$ cat src/rtl/hex_display_scheduler.sv
// rtl/hex_display_scheduler.sv - time-shares one seven-segment decoder across NUM_DIGITS held displays
module hex_display_scheduler #(
    parameter int NUM_DIGITS = 4,
    parameter int SCAN_DIV   = 4
) (
    input  logic                    clk,
    input  logic                    rst,
    input  logic [4*NUM_DIGITS-1:0] value_i,
    input  logic                    blank_lz,
    input  logic                    load_valid,
    output logic                    load_ready,
    output logic [3:0]              dec_a,
    input  logic [6:0]              dec_seg,
    output logic [7*NUM_DIGITS-1:0] hex_o,
    output logic                    busy,
    output logic                    frame_done
);

    localparam int IDX_W = (NUM_DIGITS > 1) ? $clog2(NUM_DIGITS) : 1;
    localparam int CNT_W = (SCAN_DIV > 1) ? $clog2(SCAN_DIV) : 1;
    localparam logic [IDX_W-1:0] IDX_LAST = IDX_W'(NUM_DIGITS - 1);
    localparam logic [CNT_W-1:0] CNT_LAST = CNT_W'(SCAN_DIV - 1);

    typedef enum logic {IDLE, SCAN} state_t;

    state_t                  state, state_n;
    logic [IDX_W-1:0]        idx;
    logic [CNT_W-1:0]        cnt;
    logic [4*NUM_DIGITS-1:0] shadow;
    logic                    lz;
    logic [6:0]              seg_q [NUM_DIGITS];
    logic [3:0]              nib   [NUM_DIGITS];

    logic accept;
    logic capture;
    logic last_digit;
    logic upper_zero;
    logic blank;

    always_comb begin
        for (int k = 0; k < NUM_DIGITS; k++) begin
            nib[k] = shadow[4*k +: 4];
        end
    end

    // A digit is a leading zero when it and every more-significant nibble are zero.
    always_comb begin
        upper_zero = 1'b1;
        for (int k = 0; k < NUM_DIGITS; k++) begin
            if ((IDX_W'(k) >= idx) && (nib[k] != 4'h0)) begin
                upper_zero = 1'b0;
            end
        end
    end

    assign blank      = lz && (idx != '0) && upper_zero;
    assign capture    = (state == SCAN) && (cnt == CNT_LAST);
    assign last_digit = (idx == IDX_LAST);
    assign accept     = load_valid && load_ready;

    always_comb begin
        state_n    = state;
        load_ready = 1'b0;
        busy       = 1'b0;
        dec_a      = 4'h0;
        case (state)
            IDLE: begin
                load_ready = 1'b1;
                if (load_valid) begin
                    state_n = SCAN;
                end
            end
            SCAN: begin
                busy  = 1'b1;
                dec_a = nib[idx];
                if (capture && last_digit) begin
                    state_n = IDLE;
                end
            end
            default: state_n = IDLE;
        endcase
    end

    always_ff @(posedge clk) begin
        if (rst) begin
            state      <= IDLE;
            idx        <= '0;
            cnt        <= '0;
            shadow     <= '0;
            lz         <= 1'b0;
            frame_done <= 1'b0;
            for (int k = 0; k < NUM_DIGITS; k++) begin
                seg_q[k] <= 7'h7F;
            end
        end else begin
            state      <= state_n;
            frame_done <= capture && last_digit;
            if (accept) begin
                shadow <= value_i;
                lz     <= blank_lz;
                idx    <= '0;
                cnt    <= '0;
            end else if (state == SCAN) begin
                if (capture) begin
                    seg_q[idx] <= blank ? 7'h7F : dec_seg;
                    cnt        <= '0;
                    if (!last_digit) begin
                        idx <= idx + 1'b1;
                    end
                end else begin
                    cnt <= cnt + 1'b1;
                end
            end
        end
    end

    // Segment outputs are active-low; 7'h7F leaves a display dark.
    for (genvar g = 0; g < NUM_DIGITS; g++) begin : g_hex
        assign hex_o[7*g +: 7] = seg_q[g];
    end

endmodule

$ cat config.mk
export PLATFORM = sky130hd
export DESIGN_NAME = hex_display_scheduler
export DESIGN_NICKNAME = d
export VERILOG_FILES = /design/src/rtl/hex_display_scheduler.sv
export SDC_FILE = /design/constraint.sdc
export NUM_CORES = 1
export LEC_CHECK = 0
export CORE_ASPECT_RATIO = 0.8
export CORE_MARGIN = 4
export CORE_UTILIZATION = 35
export DETAILED_ROUTE_END_ITERATION = 8
export SLEW_MARGIN = 20
export SYNTH_ARGS = -nofsm -noshare
export SYNTH_HDL_FRONTEND = slang
export SYNTH_SLANG_ARGS = --single-unit
$ cat constraint.sdc
create_clock -name clk -period 1.62 [get_ports clk]
set_input_delay 0.162 -clock clk [delete_from_list [all_inputs] [get_ports clk]]
set_output_delay 0.162 -clock clk [all_outputs]
set_load 0.05 [all_outputs]
# Word-level counts from Yosys, hierarchy flattened
# Memory sizes are Yosys's and may differ from the RTL's.
# Cells that the tools add are included.
[totals] ff_bits=23 ram_bits=28 inputBits=27 output_inout_bits=35 word_cells=61 mem_count=1
[op_classes] addsub=2 order_cmp=5 n_eq_ne=2 n_mux=25 n_bitwise=3 n_reduce_logical=17
[mem_list] name="seg_q" depth=4 word_bits=7 rd=4 rd_clocked_by_memory_dff=0 wr=4 line_no="31" text="logic [6:0] seg_q [NUM_DIGITS];"
[ops] cell="1-bit two-way mux" count=16
[ops] cell="4-bit nonzero test" count=4
[ops] cell="7-bit two-way mux" count=2
[ops] cell="4-bit two-way mux" count=3
[ops] cell="1-bit logical AND" count=9
[ops] cell="4-bit binary-select mux with 2-bit select" count=1
[ops] cell="7-bit OR reduction" count=1
[ops] cell="2-bit by 1-bit adder with 2-bit output, second input constant" count=2
[ops] cell="2-bit == test, second input constant" count=2
[ops] cell="1-bit by 2-bit >= comparator with 1-bit output, first input constant" count=2
[ops] cell="2-bit >= comparator, first input constant" count=2
[ops] cell="2-bit two-way mux" count=2
[ops] cell="3-bit >= comparator, second input constant" count=1
[ops] cell="2-bit NOT with 3-bit output" count=1
[ops] cell="3-bit AND reduction" count=1
[ops] cell="1-bit NOT" count=2
[ops] cell="1-bit one-hot mux with 2 select lines" count=1
[ops] cell="2-bit nonzero test" count=1
[ops] cell="2-bit OR reduction" count=1

# Longest topological paths before layout
[depth] ltp_word=9 depth_mapped=7

# Worst setup path after synthesis
# OpenSTA, ideal clock, no wires.
[synth_timing] path_type="reg2reg" startpoint="reg state" endpoint="mem seg_q[2][0], enable pin" setup_time_ps=371 t_arrival_ps=1513 required_ps=1249 slack_ps=-264 stages_incl_launch_ff=4 path_cell_list="dfxtp_1 > buf_2 > nand2_1 > o21bai_1"
[synth_lines] element="start: declaration" line_no="26" text="state_t state, state_n;"
[synth_lines] element="start signal: assignment" line_no="96" text="state <= state_n;"
[synth_lines] element="end: declaration" line_no="31"

# Worst setup path in the final report
[layout_timing] startpoint="reg idx[0]" endpoint="out dec_a[3]"
[layout_via] elab_chain_cells=5
[layout_rtl] element="start: declaration" line_no="27" text="logic [IDX_W-1:0] idx;"
[layout_rtl] element="start signal: assignment" line_no="108" text="idx <= idx + 1'b1;"
[layout_rtl] element="2-bit NOT with 3-bit output (not written as such)" line_no="75" text="dec_a = nib[idx];"
[layout_rtl] element="4-bit binary-select mux with 2-bit select" line_no="75"
[layout_rtl] element="4-bit two-way mux (not written as such) (2 in a row)" line_no="75"
[layout_rtl] element="4-bit two-way mux" line_no="66" text="case (state)"
[layout_rtl] element="end: declaration" line_no="12" text="output logic [3:0] dec_a,"
# No other way between the ends. The select of a mux whose other input is x is not followed.

==> results by stage <==
Worst setup path:
- The biggest cell delay along the critical path is 480 ps.
- Walking the worst path, the cells encountered are buf_6 > mux4_2 > and2_4 > buf_8.
- The kind of capture point of the worst setup path is a primary output.
- The data required time at the worst endpoint is 1460 ps.
- The largest fanout on the critical path is 3.
- The critical path startpoint category is a register.
- STA puts the critical path data arrival time at 1600 ps.
- The slowest stage of the critical path belongs to the cell sky130_fd_sc_hd__mux4_2.
- The path type of the worst setup path is register to primary output.

Route:
- The total iterations of the first detailed-routing run is 4.
- The number of antenna-violating nets in the routed design is 0.
- The remaining design rule violation count is 0.
- The routed layout has 1738 vias.
- The violation count after the first detailed-routing iteration is 34.
- In the final routed layout, each cell accounts on average for 14.0 microns.
- After detailed routing, the number of vias per cell comes to 4.77.
- Wires add up to 5110 microns.

Synthesis:
- The post-synthesis cell type count is 37.
- Yosys attributes the largest share of cell area to sky130_fd_sc_hd__edfxtp_1 (35%), sky130_fd_sc_hd__dfxtp_1 (19%), sky130_fd_sc_hd__nand2_1 (5.7%), sky130_fd_sc_hd__o211ai_1 (4.4%), sky130_fd_sc_hd__buf_6 (4.3%).
- The net count after synthesis is 245.
- In this run, synthesis produced a sequential element count of 51.
- The share of synthesized registers carrying an async set or reset is 0%.
- sky130_fd_sc_hd__edfxtp_1 takes more of the synthesized area than any other cell.
- The most used standard cell by instance count after synthesis is sky130_fd_sc_hd__nand2_1.
- In this run, synthesis inferred 28 flip-flops with an integrated enable.
- The post-synthesis cell area is 2370 sq um.
- The area share of the largest cell type after synthesis is 35.5%.
- The cell count after synthesis is 213.
- A synthesized cell averages 11.1 sq um.
- The number of warnings reported in the yosys synthesis log is 0.
- The most used flip-flop cell after synthesis is sky130_fd_sc_hd__edfxtp_1.
- The fraction of the yosys area taken by sequential cells is 54.9%.
- By count the netlist is led by sky130_fd_sc_hd__nand2_1 (36), sky130_fd_sc_hd__edfxtp_1 (28), sky130_fd_sc_hd__dfxtp_1 (23), sky130_fd_sc_hd__a21oi_1 (18), sky130_fd_sc_hd__o211ai_1 (14).

Place:
- Routability-driven placement finished with a final weighted congestion of 0.758.
- In this run, placement finished with an instance count of 354.
- Detailed placement ended at an HPWL of 3740 microns.
- The number of input and output port buffers inserted is 61.

Clocking:
- The CTS buffer count is 5.
- Hold repair after CTS inserted 0 buffers.
- After clock tree synthesis, the clock-pin slew on the worst setup and hold paths is 90 ps.
- TritonCTS built the clock tree.
- Clock latency on the worst-skew pair, taken at its later pin, is 300 ps.
- The clock passes through at most 2 buffers.
- The depth of the CTS H-tree is 2.
- The number of sinks handled by clock tree synthesis is 51.
- The cell sitting at the root of the clock tree is a sky130_fd_sc_hd__clkbuf_8.

STA:
- For the pin with the worst max-slew slack, the measured transition is 511 ps.
- The final period demand of the worst path is 1760 ps.
- Setup repair after global routing could not meet its margin everywhere.
- The number of pins exceeding their max-slew limit in the final report was 0.
- The final hold violation count is 0.
- After layout, the worst setup slack is -141 ps.
- The final clock period utilization by the worst path is 109%.
- The clock skew after layout is 7.46 ps.
- Setup violations remaining at the end of the flow were counted as 4.
- The worst pin sits at a relative slew slack of 65.9%.
- For the final routed database, the setup TNS stands at -539 ps.
- Timing would allow up to 0.568 GHz.

Die:
- Row generation in the floorplan step produced 26 rows.
- The die is 100 microns wide.
- The initial standard-cell utilization of the core is 36.6%.
- The top-level port count is 62.
- The core region is 6470 sq um.
- The die covers 8160 sq um.
- The die is 81.6 microns tall.

Global route:
- The global-route congestion overflow total is 0.
- Global routing consumed, on the met3 layer, 3.31% of the routing resources.
- The number of antenna violations at the first check in global routing is 0.
- The met1 layer usage reported by global route is 17.5%.
- For this run, global-route usage on met2 was measured as 20.4%.
- The first-pass GRT wire length is 8140 microns.
- The number of global-route vias before repair came to 1637.
- Entering global routing, the biggest net connects 29 pins.
- The all-layer global routing usage is 12.8%.
- The most heavily used metal layer in global routing is met2.

Min path:
- The type of the most critical hold path is primary input to register.

Outcome:
- The run finished, with violations left.
- The checks that failed: negative setup slack.

Power and ir drop:
- The total power of the final layout is 0.00259 W.
- For this design the ratio of total power to cell area is 809 nW/um^2.
- The worst-case IR drop observed on VDD is 0.376 mV.
- In this run the static leakage power is 1.08 nW.

Cells and area:
- The fraction of layout cells with a size suffix above 1 is 27.1%.
- The filler cells instantiated in the layout total 575.
- The number of antenna repair diodes is 0.
- The final standard cell utilization of the core is 49.4%.
- At the end of the flow, the number of nets in the layout was 311.
- The number of non-filler instances in the completed layout is 364.
- From synthesis to final layout, the design area changed by 35.0%.

Job:
- The total of max-cap violations is 0.
-- where the power goes --
part | internal, W | switching (W) | leakage [nW]
sequential | 0.00139 | 0.0000259 | 0.380
combinational | 0.000150 | 0.000162 | 0.653
clock | 0.000461 | 0.000405 | 0.0514
-- sequential cells by signal, indices dropped and copies added, names as in the netlist --
register / cells
seg_q: 28
shadow: 16
cnt: 2
idx: 2
frame_done: 1
lz: 1
state: 1
-- through the flow --
step | hold WS [ps] | instance area, sq um | setup WS, ps
floorplan | 298 | 2380 | -52.1
global placement | 443 | 3020 | -46.3
detailed placement | 448 | 3020 | -76.5
CTS | 391 | 3180 | -155
global route | 405 | 3200 | -204
finish | 402 | 3200 | -141
-- critical path, delay by kind of cell, from the launching register on --
kind / cells / cell delay, ps
buf+inv: 2 / 250
flops: 1 / 380
mux: 1 / 480
simple gates: 1 / 180
-- final cells by class --
type | instances | area, sq um | share of cell area, %
Multi-Input combinational cell | 139 | 922 | 28.8
Inverter | 4 | 15.0 | 0.469
Clock inverter | 2 | 37.5 | 1.17
Tap cell | 84 | 105 | 3.29
Sequential cell | 51 | 1310 | 40.8
Clock buffer | 6 | 72.6 | 2.27
Timing Repair Buffer | 78 | 739 | 23.1
-- placed cells by master, fill, tap and decap left out, types with 4 or more instances in the layout --
cell type | netlist | layout
sky130_fd_sc_hd__mux4_2 | 3 | 4
sky130_fd_sc_hd__dfxtp_1 | 23 | 21
sky130_fd_sc_hd__nor2_1 | 11 | 11
sky130_fd_sc_hd__o211ai_1 | 14 | 14
sky130_fd_sc_hd__a21oi_1 | 18 | 18
sky130_fd_sc_hd__clkdlybuf4s50_1 | 0 | 26
sky130_fd_sc_hd__buf_6 | 9 | 4
sky130_fd_sc_hd__ha_1 | 5 | 5
sky130_fd_sc_hd__edfxtp_1 | 28 | 28
sky130_fd_sc_hd__buf_4 | 1 | 38
sky130_fd_sc_hd__and2_4 | 0 | 4
sky130_fd_sc_hd__dlymetal6s2s_1 | 0 | 4
sky130_fd_sc_hd__nand2_1 | 36 | 36
sky130_fd_sc_hd__clkbuf_8 | 0 | 5
sky130_fd_sc_hd__o21ai_1 | 2 | 13
sky130_fd_sc_hd__nor3_1 | 9 | 9
-- metal layers --
layer | part of all wire, % | routed length [microns]
met5 | 0 | 0
met4 | 0.78 | 40
met3 | 7.6 | 388
met2 | 45 | 2290
met1 | 47 | 2390
-- final timing paths --
path | from | to | slack [ps] | cells past startpoint
worst max-delay path | idx[0] | dec_a[3] | -140 | 4
worst min-delay path | value_i[12] | shadow[12] | 400 | 3
worst max register to register | idx[0] | seg_q[0][4] | 10 | 7
worst min register to register | lz | lz | 460 | 2
-- kinds of logic after synthesis --
family                     share of synthesized area, %
xor gates and xnor gates                          0.370
muxes                                              4.38
adders and majority gates                          2.64
AOI/OAI and AO/OA                                  13.3
and+or+nand+nor                                    17.5
buffers and inverters                              6.97
DFF                                                54.9
-- repair_timing --
action                                  4_1_cts  5_1_grt
endpoints found under the setup margin        5       49
gates resized for setup                      17       18
pin swaps                                     1        5
setup buffers                                 2        0
(Power assumes the default switching activity.)
